<file path="config.mk">
export PLATFORM = sky130hd
export DESIGN_NAME = tdc_chan_mux
export DESIGN_NICKNAME = d
export VERILOG_FILES = /design/src/rtl/tdc_mux_pkg.sv /design/src/rtl/tdc_scan_ptr.sv /design/src/rtl/tdc_chan_mux.sv
export SDC_FILE = /design/constraint.sdc
export NUM_CORES = 1
export LEC_CHECK = 0
export CELL_PAD_IN_SITES_DETAIL_PLACEMENT = 1
export CELL_PAD_IN_SITES_GLOBAL_PLACEMENT = 2
export CORE_MARGIN = 2
export CORE_UTILIZATION = 37
export DETAILED_ROUTE_END_ITERATION = 10
export DONT_BUFFER_PORTS = 1
export PLACE_DENSITY = 0.78
export SYNTH_ARGS = -nofsm -noshare
export SYNTH_HDL_FRONTEND = slang
export SYNTH_SLANG_ARGS = --single-unit
</file>
<file path="constraint.sdc">
create_clock -name clk -period 2.3 [get_ports clk]
set_clock_uncertainty 0.05 [all_clocks]
set_input_delay 0.115 -clock clk [delete_from_list [all_inputs] [get_ports clk]]
set_output_delay 0.115 -clock clk [all_outputs]
set_load 0.01 [all_outputs]
</file>
<file path="src/rtl/tdc_mux_pkg.sv">
// rtl/tdc_mux_pkg.sv - mode constants and FSM encoding for the TDC channel selector
package tdc_mux_pkg;

   localparam logic MODE_MANUAL = 1'b0;
   localparam logic MODE_SCAN   = 1'b1;

   typedef enum logic {
      ST_MANUAL = 1'b0,
      ST_SCAN   = 1'b1
   } mux_state_e;

endpackage

</file>
<file path="src/rtl/tdc_scan_ptr.sv">
// rtl/tdc_scan_ptr.sv - scan pointer with per-channel dwell counter and wrap
module tdc_scan_ptr #(
   parameter int NCH   = 4,
   parameter int DWELL = 4,
   parameter int SELW  = $clog2(NCH)
) (
   input  logic            clk,
   input  logic            rst,
   input  logic            en,
   input  logic            adv_now,
   input  logic            load0,
   output logic [SELW-1:0] scan_ch
);

   localparam int CW = (DWELL > 1) ? $clog2(DWELL) : 1;

   logic [CW-1:0] cnt;
   logic          dwell_done;
   logic          at_last;

   assign dwell_done = (32'(cnt) == 32'(DWELL - 1));
   assign at_last    = (32'(scan_ch) == 32'(NCH - 1));

   // A capture ends the dwell early so each visit yields at most one word.
   always_ff @(posedge clk or posedge rst) begin
      if (rst) begin
         scan_ch <= '0;
         cnt     <= '0;
      end else if (load0) begin
         scan_ch <= '0;
         cnt     <= '0;
      end else if (en) begin
         if (adv_now || dwell_done) begin
            scan_ch <= at_last ? '0 : scan_ch + 1'b1;
            cnt     <= '0;
         end else begin
            cnt <= cnt + 1'b1;
         end
      end
   end

endmodule

</file>
<file path="src/rtl/tdc_chan_mux.sv">
// rtl/tdc_chan_mux.sv - registered N-channel selector with manual and scan modes
module tdc_chan_mux
   import tdc_mux_pkg::*;
#(
   parameter int NCH   = 4,
   parameter int W     = 8,
   parameter int SELW  = $clog2(NCH),
   parameter int DWELL = 4
) (
   input  logic             clk,
   input  logic             rst,
   input  logic [NCH*W-1:0] din,
   input  logic [NCH-1:0]   ch_valid,
   input  logic             mode,
   input  logic [SELW-1:0]  sel,
   output logic [W-1:0]     out_data,
   output logic [SELW-1:0]  out_ch,
   output logic             out_valid,
   input  logic             out_ready,
   output logic [SELW-1:0]  scan_ch,
   output logic             sel_err,
   output logic             ovf
);

   mux_state_e state_q, state_d;

   logic [SELW-1:0] ach;
   logic [W-1:0]    data_sel;
   logic            vld_sel;
   logic            ach_hit;
   logic            slot_free;
   logic            stall;
   logic            capture;
   logic            load0;

   always_ff @(posedge clk or posedge rst) begin
      if (rst) state_q <= ST_MANUAL;
      else     state_q <= state_d;
   end

   always_comb begin
      state_d = ST_MANUAL;
      if (mode == MODE_SCAN) state_d = ST_SCAN;
   end

   // The active channel follows the registered state, so the MANUAL->SCAN edge
   // still selects via sel and never captures from the freshly loaded pointer.
   always_comb begin
      ach      = (state_q == ST_SCAN) ? scan_ch : sel;
      data_sel = '0;
      vld_sel  = 1'b0;
      ach_hit  = 1'b0;
      for (int k = 0; k < NCH; k++) begin
         if (ach == SELW'(k)) begin
            data_sel = din[k*W +: W];
            vld_sel  = ch_valid[k];
            ach_hit  = 1'b1;
         end
      end
   end

   assign slot_free = !out_valid || out_ready;
   assign stall     = out_valid && !out_ready;
   assign capture   = slot_free && ach_hit && vld_sel;
   assign load0     = (state_q != ST_SCAN) || (state_d != ST_SCAN);

   tdc_scan_ptr #(
      .NCH   (NCH),
      .DWELL (DWELL),
      .SELW  (SELW)
   ) u_scan_ptr (
      .clk     (clk),
      .rst     (rst),
      .en      (slot_free),
      .adv_now (capture),
      .load0   (load0),
      .scan_ch (scan_ch)
   );

   always_ff @(posedge clk or posedge rst) begin
      if (rst) begin
         out_data  <= '0;
         out_ch    <= '0;
         out_valid <= 1'b0;
      end else if (capture) begin
         out_data  <= data_sel;
         out_ch    <= ach;
         out_valid <= 1'b1;
      end else if (out_valid && out_ready) begin
         out_valid <= 1'b0;
      end
   end

   always_ff @(posedge clk or posedge rst) begin
      if (rst) begin
         sel_err <= 1'b0;
         ovf     <= 1'b0;
      end else begin
         sel_err <= (state_q == ST_MANUAL) && (32'(sel) >= 32'(NCH));
         if (stall && ach_hit && vld_sel) ovf <= 1'b1;
      end
   end

endmodule

</file>
======== Word level (Yosys, flattened, before mapping) ========
Cells that the tools add are included.
word-level totals
  input bits .............................. 42
  word-level logic and storage cells ...... 55
  bits in registers ....................... 17
operators by class
  bitwise gates (word level) .............. 2
  mux-type cells .......................... 23
  add/sub/neg operators ................... 2
  equality and inequality tests ........... 5
  reductions and logical operators ........ 16
operator list
  kind                 number
  $mux 8               4
  $mux 2               8
  $mux 1               11
  $eq 2x2->1 const B   4
  $logic_and 1x1->1    6
  $reduce_bool 2->1    3
  $add 2x1->2 const B  2
  $logic_or 1x1->1     3
  $eq 2x1->1 const B   1
  $logic_not 1->1      2
  $logic_not 2->1      1
  $not 1->1            2
  $reduce_and 2->1     1

======== Logic depth before layout (Yosys ltp) ========
  word-level depth ........................ 12
  gate-level depth with buffers ........... 8
  gate-level depth less buffers ........... 5

======== By module ========
From an unflattened synthesis, not the netlist that was laid out.
second synthesis, totals
  cells, all modules ...................... 113
  area, all modules ....................... 1,139.8 um^2
modules (own cells, without submodules)
  module        area each (um^2)  cells an instance  instances
  tdc_chan_mux  923.4             93                 1
  tdc_scan_ptr  216.5             20                 1

======== Worst setup path before layout ========
No wires, ideal clock.
  path type ............................... flip-flop to flip-flop
  start point ............................. register state_q
  end point ............................... register out_data[0]
  data required time ...................... 2.125 ns
  slack ................................... 0.252 ns
  buffers on the path ..................... 1
  cell stages (with the launch flop) ...... 6
  arrival ................................. 1.873 ns
  setup time .............................. 0.125 ns
  cell sequence ........................... dfrtp_1 buf_6 and2b_2 a21oi_2 mux4_1 mux2_4
on the way
  word-level cells in the longest chain between the ends .. 8
  elaborated cells on any way between the ends .. 19
RTL lines
  what                            RTL line            RTL
  start, declared                 tdc_chan_mux.sv:25  mux_state_e state_q, state_d;
  start signal, assigned          tdc_chan_mux.sv:38  else state_q <= state_d;
  $mux 2 (*)                      tdc_chan_mux.sv:49  ach = (state_q == ST_SCAN) ? scan_ch : sel;
  $logic_not 2->1                 tdc_chan_mux.sv:54  if (ach == SELW'(k)) begin
  $mux 1 (4 in a row)             tdc_chan_mux.sv:54
  $logic_and 1x1->1 (2 in a row)  tdc_chan_mux.sv:64  assign capture = slot_free && ach_hit && vld_sel;
  end signal, assigned            tdc_chan_mux.sv:86  out_data <= data_sel;
  end, declared                   tdc_chan_mux.sv:16  output logic [W-1:0] out_data,
Mark *: on every way between the ends. The rest lies on a longest branch, timed or not.
A chain may end at the register's enable or synchronous reset.

======== Final worst setup path ========
  start point ............................. register u_scan_ptr.scan_ch[1]
  end point ............................... register out_data[4]
on the way
  word-level cells in the longest chain between the ends .. 8
  elaborated cells on any way between the ends .. 19
RTL lines
  what                            RTL line            RTL
  start, declared                 tdc_scan_ptr.sv:12  output logic [SELW-1:0] scan_ch
  start signal, assigned          tdc_scan_ptr.sv:34  scan_ch <= at_last ? '0 : scan_ch + 1'b1;
  $mux 2 (*)                      tdc_chan_mux.sv:49
  $logic_not 2->1                 tdc_chan_mux.sv:54
  $mux 1 (4 in a row)             tdc_chan_mux.sv:54
  $logic_and 1x1->1 (2 in a row)  tdc_chan_mux.sv:64
Marked as above.

==> impl_metrics.env <==
export IMPL_status="finished clean"
export IMPL_fmax_ghz=0.478
export IMPL_slew_headroom=0.573
export IMPL_synth_nets=124
export IMPL_track_usage=0.144
export IMPL_worst_ep_required_time_ns=2.41
export IMPL_gp_congestion=0.760
export IMPL_hold_violations=0
export IMPL_tns_ns=0
export IMPL_routed_wl_um=2250
export IMPL_ys_warnings_count=0
export IMPL_grt_overflow=0
export IMPL_dr_pass1_iters=4
export IMPL_critPathSlowestCell="dfrtp_1"
export IMPL_whs_ns=0.0823
export IMPL_cts_max_level=1
export IMPL_synth_top_family_by_area="multiplexers"
export IMPL_power_density_nw_per_um2=652
export IMPL_synth_compound_area_frac=0.0870
export IMPL_path_delay_family="compound AO/OA/AOI/OAI gates"
export IMPL_synthAdderAreaFrac=0.0232
export IMPL_wl_per_cell_um=19.1
export IMPL_grt_pass1_vias=800
export IMPL_die_h_um=58.0
export IMPL_fp_row_count=19
export IMPL_synth_simple_area_share=0.140
export IMPL_yosys_mux_area_fraction=0.306
export IMPL_antenna_found_initial=0
export IMPL_period_share=0.909
export IMPL_grt_pass1_wl_um=3650
export IMPL_min_path_type="in2reg"
export IMPL_mostFrequentLayoutCells="17 x dfrtp_1, 8 x mux4_1, 6 x mux2_2, 5 x nand2_1"
export IMPL_final_nets=132
export IMPL_avgViaCountPerCell=6.02
export IMPL_worst_slew_pin_slew_ns=0.640
export IMPL_tritoncts="yes"
export IMPL_synth_xor_area_frac=0
export IMPL_maxSlewViolCount=0
export IMPL_diodes=0
export IMPL_setup_violations=0
export IMPL_io_pins=57
export IMPL_rsz0062_at_grt="no"
export IMPL_drive_gt1_frac=0.230
export IMPL_drtAntennaViolNets=0
export IMPL_clk_insertion_delay_late_ns=0.28
export IMPL_die_area_um2=3360
export IMPL_clock_root_buffer="clkbuf_4"
export IMPL_synth_edf_count=0
export IMPL_path_buf_inv=1
export IMPL_grt_max_degree=18
export IMPL_syn_inst=80
export IMPL_path_class="reg2reg"
export IMPL_postPlaceCellArea_um2=1100
export IMPL_avgSynthCellArea_um2=13.5
export IMPL_pre_cts_ws_ns=0.244
export IMPL_cts_clk_slew_worst_paths_ns=0.10
export IMPL_synth_cell_types=30
export IMPL_area_growth_syn_to_layout_pct=7.54
export IMPL_vdd_ir_drop_max_v=0.000312
export IMPL_synth_flop_cell="dfrtp_1"
export IMPL_die_x_um=58.0
export IMPL_slowest_delay_ns=0.51
export IMPL_cts_made_buffers=3
export IMPL_setup_ws_ns=0.210
export IMPL_cts_resized=0
export IMPL_async_reset_ff_frac=1.00
export IMPL_start_util=0.391
export IMPL_crit_chain="or2b_1 -> a32oi_1 -> a32o_1 -> buf_4 -> mux2_2"
export IMPL_io_buffers=0
export IMPL_hpwl_um=1790
export IMPL_crit_arrival_ns=2.20
export IMPL_drc_errors=0
export IMPL_p_leak_nw=0.497
export IMPL_synth_seq_cells=17
export IMPL_core_area_um2=2760
export IMPL_period_minus_slack_ns=2.09
export IMPL_clockBufferDepth=2
export IMPL_dr_total_vias=710
export IMPL_cp_end_kind="flop"
export IMPL_synthesis_area_um2=1080
export IMPL_final_common_cell="dfrtp_1"
export IMPL_seq_area_frac_synth=0.394
export IMPL_crit_path_max_fanout=16
export IMPL_cts_sinks=17
export IMPL_first_iter_violations=21
export IMPL_cap_viol_max_count=0
export IMPL_final_cell_area_um2=1160
export IMPL_setup_worst_path_start_class="flop"
==> logic make-up after synthesis <==
kind of cell / after synthesis
and+or+nand+nor: 25
muxes: 17
DFF: 17
AOI/OAI and AO/OA: 13
buffers and inverters: 5
adders and majority gates: 2
other: 1
==> state kept, by name, summed over array words and instances, names as in the netlist <==
signal	flops
u_scan_ptr.cnt	2
u_scan_ptr.scan_ch	2
out_ch	2
out_valid	1
out_data	8
ovf	1
state_q	1
==> per-layer routing <==
metal / part of all wire / routed length [µm] / GRT usage / up-vias
li1: - / - / - / 329
met1: 0.39 / 883 / 0.177 / 338
met2: 0.50 / 1120 / 0.244 / 39
met3: 0.093 / 209 / 0.0313 / 4
met4: 0.017 / 38 / 0.0631 / 0
met5: 0 / 0 / 0 / -
==> worst reg2reg max path: cells and delay by family, from the launching register on <==
family	cells	cell delay (ns)
compound gates	2	0.54
mux	1	0.36
buf+inv	1	0.22
flops	1	0.51
simple gates	1	0.28
==> worst paths after layout <==
path | from | end | slack, ns | cells past startpoint
max in group asynchronous | rst | out_data[3] | 1.49 | 2
worst min register to register | u_scan_ptr.cnt[1] | u_scan_ptr.cnt[1] | 0.48 | 2
min in group asynchronous | rst | u_scan_ptr.scan_ch[0] | 0.30 | 2
worst max-delay path | u_scan_ptr.scan_ch[1] | out_data[4] | 0.21 | 5
worst min-delay path | out_ready | out_valid | 0.08 | 2
worst max register to register | u_scan_ptr.scan_ch[1] | out_data[4] | 0.21 | 5
==> area by class of cell <==
type	instances	area [µm²]
Tap cell	31	38.8
Clock buffer	3	22.5
Inverter	1	3.75
Fill cell	297	1600
Sequential cell	17	425
Multi-Input combinational cell	58	604
Clock inverter	1	5.00
Timing Repair Buffer	7	60.1
==> where the power goes <==
part | internal [W] | switching (W) | leakage (nW)
Clock | 0.0000644 | 0.0000882 | 0.0177
Sequential | 0.000357 | 0.0000727 | 0.203
Combinational | 0.000104 | 0.0000706 | 0.276
Total | 0.000525 | 0.000232 | 0.497
==> cell usage after synthesis, types with 2 or more instances <==
master | count | share of area
dfrtp_1 | 17 | 0.39
mux4_1 | 8 | 0.19
mux2_2 | 6 | 0.063
nand2_1 | 5 | 0.017
a21oi_1 | 4 | 0.019
a32o_1 | 3 | 0.028
nor2_1 | 3 | 0.010
or2b_1 | 3 | 0.021
a32oi_1 | 2 | 0.016
and2_1 | 2 | 0.012
buf_6 | 2 | 0.021
ha_1 | 2 | 0.023
mux2_4 | 2 | 0.028
nand4b_1 | 2 | 0.016
nor3_1 | 2 | 0.0093
nor4_1 | 2 | 0.012
o21ai_0 | 2 | 0.0093
==> metrics by stage <==
stage               utilization  std cells  power (W)
floorplan                     -         80   0.000577
global placement          0.400        111   0.000599
detailed placement        0.400        111   0.000611
CTS                       0.421        118   0.000772
global route              0.421        118   0.000813
finish                    0.421        118   0.000757
==> repair_timing <==
item	4_1_cts	5_1_grt
buffers inserted	0	0
hold buffers	3	0
endpoints found under the hold margin	21	0
endpoints found under the setup margin	0	0
(Power assumes the default switching activity.)
